--- src/rtl/mem_bus_bridge.sv ---
// EX-to-external-bus bridge: one outstanding access, lane steering for stores and extension for loads.
// Optional ack timeout is compiled in with `define MEM_BUS_TIMEOUT_EN.
module mem_bus_bridge #(
    parameter int TIMEOUT_CYCLES = 255
) (
    input  logic        clk,
    input  logic        rst_n,
    input  logic        ex_req_bus_i,
    input  logic [31:0] ex_mem_addr_i,
    input  logic        ex_mem_rw_i,
    input  logic [1:0]  ex_mem_width_i,
    input  logic        ex_mem_rdtype_i,
    input  logic [31:0] ex_mem_wr_data_i,
    output logic        bus_busy_o,
    output logic        bus_done_o,
    output logic        bus_err_o,
    output logic [31:0] bus_rdata_o,
    output logic        bus_req_o,
    output logic        bus_we_o,
    output logic [31:0] bus_addr_o,
    output logic [3:0]  bus_wstrb_o,
    output logic [31:0] bus_wdata_o,
    input  logic        bus_ack_i,
    input  logic        bus_err_i,
    input  logic [31:0] bus_rdata_i
);

    typedef enum logic [1:0] {IDLE, ACCESS, DONE} state_t;

    state_t      state;
    logic [1:0]  width_q;
    logic [1:0]  off_q;
    logic        rdtype_q;
    logic        misalign;
    logic [3:0]  strb_d;
    logic [31:0] wdata_d;
    logic [31:0] shifted;
    logic [31:0] load_data;
    logic        timeout;

    always_comb begin
        misalign = (ex_mem_width_i == 2'b11) ||
                   (ex_mem_width_i == 2'b01 && ex_mem_addr_i[0]) ||
                   (ex_mem_width_i == 2'b10 && ex_mem_addr_i[1:0] != 2'b00);
    end

    // Stores are replicated across lanes; the strobe selects which lanes the bus commits.
    always_comb begin
        strb_d  = 4'b1111;
        wdata_d = ex_mem_wr_data_i;
        case (ex_mem_width_i)
            2'b00: begin
                strb_d  = 4'b0001 << ex_mem_addr_i[1:0];
                wdata_d = {4{ex_mem_wr_data_i[7:0]}};
            end
            2'b01: begin
                strb_d  = 4'b0011 << ex_mem_addr_i[1:0];
                wdata_d = {2{ex_mem_wr_data_i[15:0]}};
            end
            default: ;
        endcase
        if (!ex_mem_rw_i)
            strb_d = 4'b0000;
    end

    always_comb begin
        shifted   = bus_rdata_i >> {off_q, 3'b000};
        load_data = bus_rdata_i;
        case (width_q)
            2'b00: load_data = rdtype_q ? {24'h0, shifted[7:0]}
                                        : {{24{shifted[7]}}, shifted[7:0]};
            2'b01: load_data = rdtype_q ? {16'h0, shifted[15:0]}
                                        : {{16{shifted[15]}}, shifted[15:0]};
            default: ;
        endcase
    end

`ifdef MEM_BUS_TIMEOUT_EN
    localparam int CW = ($clog2(TIMEOUT_CYCLES + 1) > 8) ? $clog2(TIMEOUT_CYCLES + 1) : 8;
    logic [CW-1:0] to_cnt;

    // Counts ACCESS cycles without ack; fires in the TIMEOUT_CYCLES-th one.
    assign timeout = (to_cnt == CW'(TIMEOUT_CYCLES - 1));

    always_ff @(posedge clk or negedge rst_n) begin
        if (!rst_n)
            to_cnt <= '0;
        else if (state == IDLE && ex_req_bus_i)
            to_cnt <= '0;
        else if (state == ACCESS && !bus_ack_i)
            to_cnt <= to_cnt + 1'b1;
    end
`else
    assign timeout = 1'b0;
`endif

    assign bus_busy_o = (state == ACCESS) || (state == IDLE && ex_req_bus_i);

    always_ff @(posedge clk or negedge rst_n) begin
        if (!rst_n) begin
            state       <= IDLE;
            width_q     <= 2'b00;
            off_q       <= 2'b00;
            rdtype_q    <= 1'b0;
            bus_done_o  <= 1'b0;
            bus_err_o   <= 1'b0;
            bus_rdata_o <= 32'h0;
            bus_req_o   <= 1'b0;
            bus_we_o    <= 1'b0;
            bus_addr_o  <= 32'h0;
            bus_wstrb_o <= 4'h0;
            bus_wdata_o <= 32'h0;
        end else begin
            case (state)
                IDLE: begin
                    if (ex_req_bus_i) begin
                        if (misalign) begin
                            state       <= DONE;
                            bus_done_o  <= 1'b1;
                            bus_err_o   <= 1'b1;
                            bus_rdata_o <= 32'h0;
                        end else begin
                            state       <= ACCESS;
                            width_q     <= ex_mem_width_i;
                            off_q       <= ex_mem_addr_i[1:0];
                            rdtype_q    <= ex_mem_rdtype_i;
                            bus_req_o   <= 1'b1;
                            bus_we_o    <= ex_mem_rw_i;
                            bus_addr_o  <= {ex_mem_addr_i[31:2], 2'b00};
                            bus_wstrb_o <= strb_d;
                            bus_wdata_o <= wdata_d;
                        end
                    end
                end
                ACCESS: begin
                    // Ack wins over a timeout landing in the same cycle.
                    if (bus_ack_i) begin
                        state       <= DONE;
                        bus_req_o   <= 1'b0;
                        bus_done_o  <= 1'b1;
                        bus_err_o   <= bus_err_i;
                        bus_rdata_o <= (bus_err_i || bus_we_o) ? 32'h0 : load_data;
                    end else if (timeout) begin
                        state       <= DONE;
                        bus_req_o   <= 1'b0;
                        bus_done_o  <= 1'b1;
                        bus_err_o   <= 1'b1;
                        bus_rdata_o <= 32'h0;
                    end
                end
                DONE: begin
                    state      <= IDLE;
                    bus_done_o <= 1'b0;
                    bus_err_o  <= 1'b0;
                end
                default: state <= IDLE;
            endcase
        end
    end

endmodule

--- config.mk ---
export PLATFORM = sky130hd
export DESIGN_NAME = mem_bus_bridge
export DESIGN_NICKNAME = d
export VERILOG_FILES = /design/src/rtl/mem_bus_bridge.sv
export SDC_FILE = /design/constraint.sdc
export NUM_CORES = 1
export LEC_CHECK = 0
export BUFFER_PORTS_ARGS = -buffer_cell sky130_fd_sc_hd__buf_2
export CAP_MARGIN = 25
export CELL_PAD_IN_SITES_DETAIL_PLACEMENT = 1
export CELL_PAD_IN_SITES_GLOBAL_PLACEMENT = 2
export CORE_ASPECT_RATIO = 2
export CORE_MARGIN = 2
export CORE_UTILIZATION = 29
export DETAILED_ROUTE_END_ITERATION = 8
export PLACE_DENSITY = 0.78
export SYNTH_ARGS = -nofsm -noshare
export SYNTH_HDL_FRONTEND = slang
export SYNTH_SLANG_ARGS = --single-unit
--- constraint.sdc ---
create_clock -name clk -period 2.6 [get_ports clk]
set_input_delay 0.26 -clock clk [delete_from_list [all_inputs] [get_ports clk]]
set_output_delay 0.26 -clock clk [all_outputs]
set_load 0.01 [all_outputs]
Word-level counts from Yosys, hierarchy flattened
Cells that the tools add are included.
- output and inout bits: 105
- register bits: 109
- logic and storage cells: 69
- shifts and indexed selects: 3
- equality and inequality tests: 10
- reductions and logical operators: 18
- bitwise logic cells: 1
- muxes and demuxes: 25
- operators with widths (operator ; count):
    2-to-1 mux 32 bit ; 6
    case mux 32 bit (2 select lines) ; 3
    >> shifter 32 x 5 -> 16 bit ; 1
    AND reduction 4 bit ; 3
    != test 2 bit, second input constant ; 4
    case mux 4 bit (2 select lines) ; 1
    2-to-1 mux 1 bit ; 7
    == test 2 x 1 -> 1 bit, second input constant ; 3
    == test 2 bit, second input constant ; 3
    logical NOT 2 bit ; 3
    2-to-1 mux 2 bit ; 3
    case mux 1 bit (3 select lines) ; 2
    logical OR 1 bit ; 4
    2-to-1 mux 4 bit ; 1
    case mux 2 bit (2 select lines) ; 1
    nonzero test 2 bit ; 2
    << shifter 1 x 2 -> 4 bit, first input constant ; 1
    << shifter 2 x 2 -> 4 bit, first input constant ; 1
    logical AND 1 bit ; 3
    AND reduction 3 bit ; 1
    nonzero test 3 bit ; 1
    case mux 1 bit (2 select lines) ; 1
    AND reduction 2 bit ; 1
    NOT 1 bit ; 1

Logic depth before layout (Yosys ltp)
- depth in word-level cells: 7
- gate-level depth with buffers: 8
- mapped depth without buffers: 4

Worst setup path before layout
Ideal clock, no wire load.
- kind: flip-flop to flip-flop
- from: register state[1]
- to: register bus_rdata_o[0]
- data arrival time: 1.769 ns
- path slack: 0.705 ns
- stages on the path, launching flop included: 8
- required time: 2.474 ns
- clock period less this slack: 1.895 ns
- path buffers: 3
- path through: dfrtp_1 > nor3b_2 > or3b_1 > buf_6 > and2_4 > buf_6 > buf_6 > a221o_1
- cells in the longest elaborated chain, start to end: 3
- elaborated cells between the ends (all ways): 8
- classes of those cells: eq/ne (4); mux (1); reduce/logical (3)
- RTL lines (what ; line ; source):
    start, declared ; 30 ; state_t state;
    start signal, assigned ; 101 ; state <= IDLE;
    start signal, assigned ; 118 ; state <= DONE;
    start signal, assigned ; 123 ; state <= ACCESS;
    == test 2 x 1 -> 1 bit or logical NOT 2 bit (tied branches) ; 114 ; case (state)
    != test 2 bit (no line) or nonzero test 2 bit (tied branches) ; - ;
    AND reduction 4 bit (no line) ; - ;
    end signal, assigned ; 142 ; bus_rdata_o <= (bus_err_i || bus_we_o) ? 32'h0 : load_data;
    end, declared ; 17 ; output logic [31:0] bus_rdata_o,
Parallel ways exist; a longest one is shown, timed or not.
A chain may end at the register's enable or synchronous reset.

Worst setup path in the final report
- from: register state[1]
- to: register bus_rdata_o[25]
The elaborated chain is that of the path after synthesis.

==> impl_metrics.csv <==
group,metric,value,unit
cts,cts_max_level,3,
route,top_layer_used,"met4",
timing,finalWorstPathRequiredPeriod,2.14,ns
route,drtIter0Drc,117,
die,ios,210,
timing,grt_setup_unrepaired,"no",
cts,cts_tree,"built",
power_and_ir_drop,power.leakage,0.00330,µW
die,die_area,18100,µm²
synth,yosys_warnings,0,
synth,synth_cell_type_count,40,
power_and_ir_drop,total_power,6020,µW
final_layout,fillers,1923,
setup_path,crit_start,"state[1]$_DFFE_PN0P_",
timing,finalClockSkew,0.00561,ns
synth,synthArstFlopShare,1.00,
cts,insertion_delay,0.35,ns
setup_path,cp_max_fo,29,
synth,synth_top_area_frac,0.554,
grt,grt_pass1_vias,4592,
die,die_width,96.1,µm
setup_path,required,2.83,ns
final_layout,syn_to_final_growth,32.1,%
cts,clockBufferDepth,2,
timing,tightest_slew,0.770,ns
grt,track_usage,0.179,
final_layout,fin_cells,825,
route,ant_nets,0,
setup_path,critPathCaptureType,"register",
route,dr.pass1.iters,4,
place,place_hpwl,12.3,mm
synth,synth_top_area_cell,"dfrtp_1",
route,drc,0,
timing,setup_ws,0.458,ns
setup_path,worstPathArrival,2.37,ns
power_and_ir_drop,peakVddDrop,365,µV
setup_path,r2r_start,"state[1]$_DFFE_PN0P_",
grt,antenna_found_initial,1,
timing,finalSetupTns,0,ns
synth,ys_seq_area_frac,0.554,
route,vias,4105,
cts,cts.sinks,109,
hold_path,min_path_type,"in -> reg",
final_layout,final_cell_mix,"buf_2, dfrtp_1, mux2_2",
cts,postCtsSetupBuffers,0,
route,via_per_inst,4.98,
synth,avgSynthCellArea,11.9,µm²
cts,root_buffer,"clkbuf_16",
route,wl_met2,9.39,mm
synth,syn_area,4920,µm²
flow_run,cap_violations,0,
timing,hold_viol,0,
place,pre_cts_ws,0.486,ns
synth,synth-edff-count,0,
die,core_area,16700,µm²
route,wl_per_cell,19.0,µm
synth,synth_seq_cells,109,
grt,grt_max_degree,103,
place,port_buffers,207,
place,placed_cells,807,
route,wl,15.7,mm
hold_path,hold_start,"ex_mem_addr_i[26]",
power_and_ir_drop,p_per_area,925,nW/µm²
synth,synthTopCellsByArea,"dfrtp_1, mux2_2, mux2i_1, a221o_1, o21ai_0",
route,drt-met1-wl,5.21,mm
cts,cts-resized-gates,0,
place,gp_congestion,0.816,
route,dr_wl_met3,657,µm
die,row_count,67,
cts,numCtsBuffers,9,
cts,path_clk_slew,0.07,ns
timing,clock.fmax,467,MHz
synth,synthCells,415,
timing,post-route-period-util,0.824,
grt,grt_overflow_total,0,
run_status,outcome,"complete, no violations",
timing,slew_headroom,0.487,
final_layout,final_layout_size_suffix_gt1_frac,0.459,
final_layout,final_common_cell,"buf_2",
timing,setup_viol,0,
setup_path,setup.worst_path.start_class,"register",
die,initial_core_util,0.295,
setup_path,crit_type,"reg -> reg",
final_layout,fin_nets,717,
synth,synth_ff_type,"dfrtp_1",
timing,report.final.slew_viol_count,0,
grt,grt_pass1_wl,24.5,mm
die,die_y,188,µm
[sequential cells by signal, summed over array words and instances, names as in the netlist]
| signal | flops |
|---|---|
| bus_wstrb_o | 4 |
| bus_req_o | 1 |
| bus_err_o | 1 |
| bus_addr_o | 30 |
| width_q | 2 |
| bus_rdata_o | 32 |
| state | 2 |
| rdtype_q | 1 |
| bus_we_o | 1 |
| off_q | 2 |
| bus_wdata_o | 32 |
| bus_done_o | 1 |
[stage by stage]
step | instance area (µm²) | hold slack (ns) | utilization
floorplan | 4930 | -0.0356 | -
global placement | 6170 | 0.371 | 0.370
detailed placement | 6170 | 0.388 | 0.370
CTS | 6500 | 0.114 | 0.390
global route | 6500 | 0.120 | 0.390
finish | 6500 | 0.134 | 0.390
[synthesized netlist by cell type, types with 6 or more instances]
library cell,n
a21oi_1,14
a221o_1,24
a32oi_1,6
buf_2,9
clkbuf_1,16
dfrtp_1,109
mux2_2,45
mux2i_1,33
nand2_1,41
nor2_1,20
nor2b_1,8
o211a_1,6
o21ai_0,40
o2bb2ai_1,7
[timing repair]
item                       CTS  global route
hold buffers                 1             0
setup endpoints to repair    0             0
hold endpoints to repair    26             0
[area by class of cell]
cell class	count	area, µm²	share of cell area
Sequential cell	109	2730	0.419
Multi-Input combinational cell	271	2040	0.314
Timing Repair Buffer	217	1140	0.175
Tap cell	207	259	0.0398
Clock buffer	10	229	0.0352
Clock inverter	6	87.6	0.0135
Inverter	4	15.0	0.00231
Antenna cell	1	2.50	0.000385
[per-layer routing]
metal  global-route usage  vias to the layer above
met2                0.347                      124
met1                0.175                     2061
met3               0.0308                       22
met4               0.0791                        0
met5                    0                        -
li1                     -                     1898
[critical path: stages, from the launching register on]
cell,delay [ns]
dfrtp_1,0.43
nor3b_2,0.31
or3b_1,0.57
and2_4,0.32
a221o_1,0.39
[power by group]
part           internal, µW  total [µW]  switching (µW)  leakage [µW]
Clock                   844        1480             637      0.000145
Combinational           922        1960            1040       0.00179
Sequential             2210        2570             358       0.00137
[worst paths after layout]
path	endpoint	cells after the start	slack [ns]
min	bus_addr_o[26]$_DFFE_PN0P_	2	0.13
max in group asynchronous	bus_rdata_o[10]$_DFFE_PN0P_	3	1.31
max	bus_rdata_o[25]$_DFFE_PN0P_	4	0.46
min reg2reg	bus_wdata_o[26]$_DFFE_PN0P_	2	0.48
max reg2reg	bus_rdata_o[25]$_DFFE_PN0P_	4	0.46
min in group asynchronous	bus_addr_o[8]$_DFFE_PN0P_	2	0.51
[cells by family after synthesis]
| logic type | after synthesis | synth area share |
|---|---|---|
| other | 1 | 0.000761 |
| DFF | 109 | 0.554 |
| buffers and inverters | 36 | 0.0358 |
| and+or+nand+nor | 85 | 0.0816 |
| xor gates and xnor gates | 1 | 0.00178 |
| muxes | 79 | 0.175 |
| AOI/OAI and AO/OA | 104 | 0.152 |
Power figures use the tool's default switching activity.
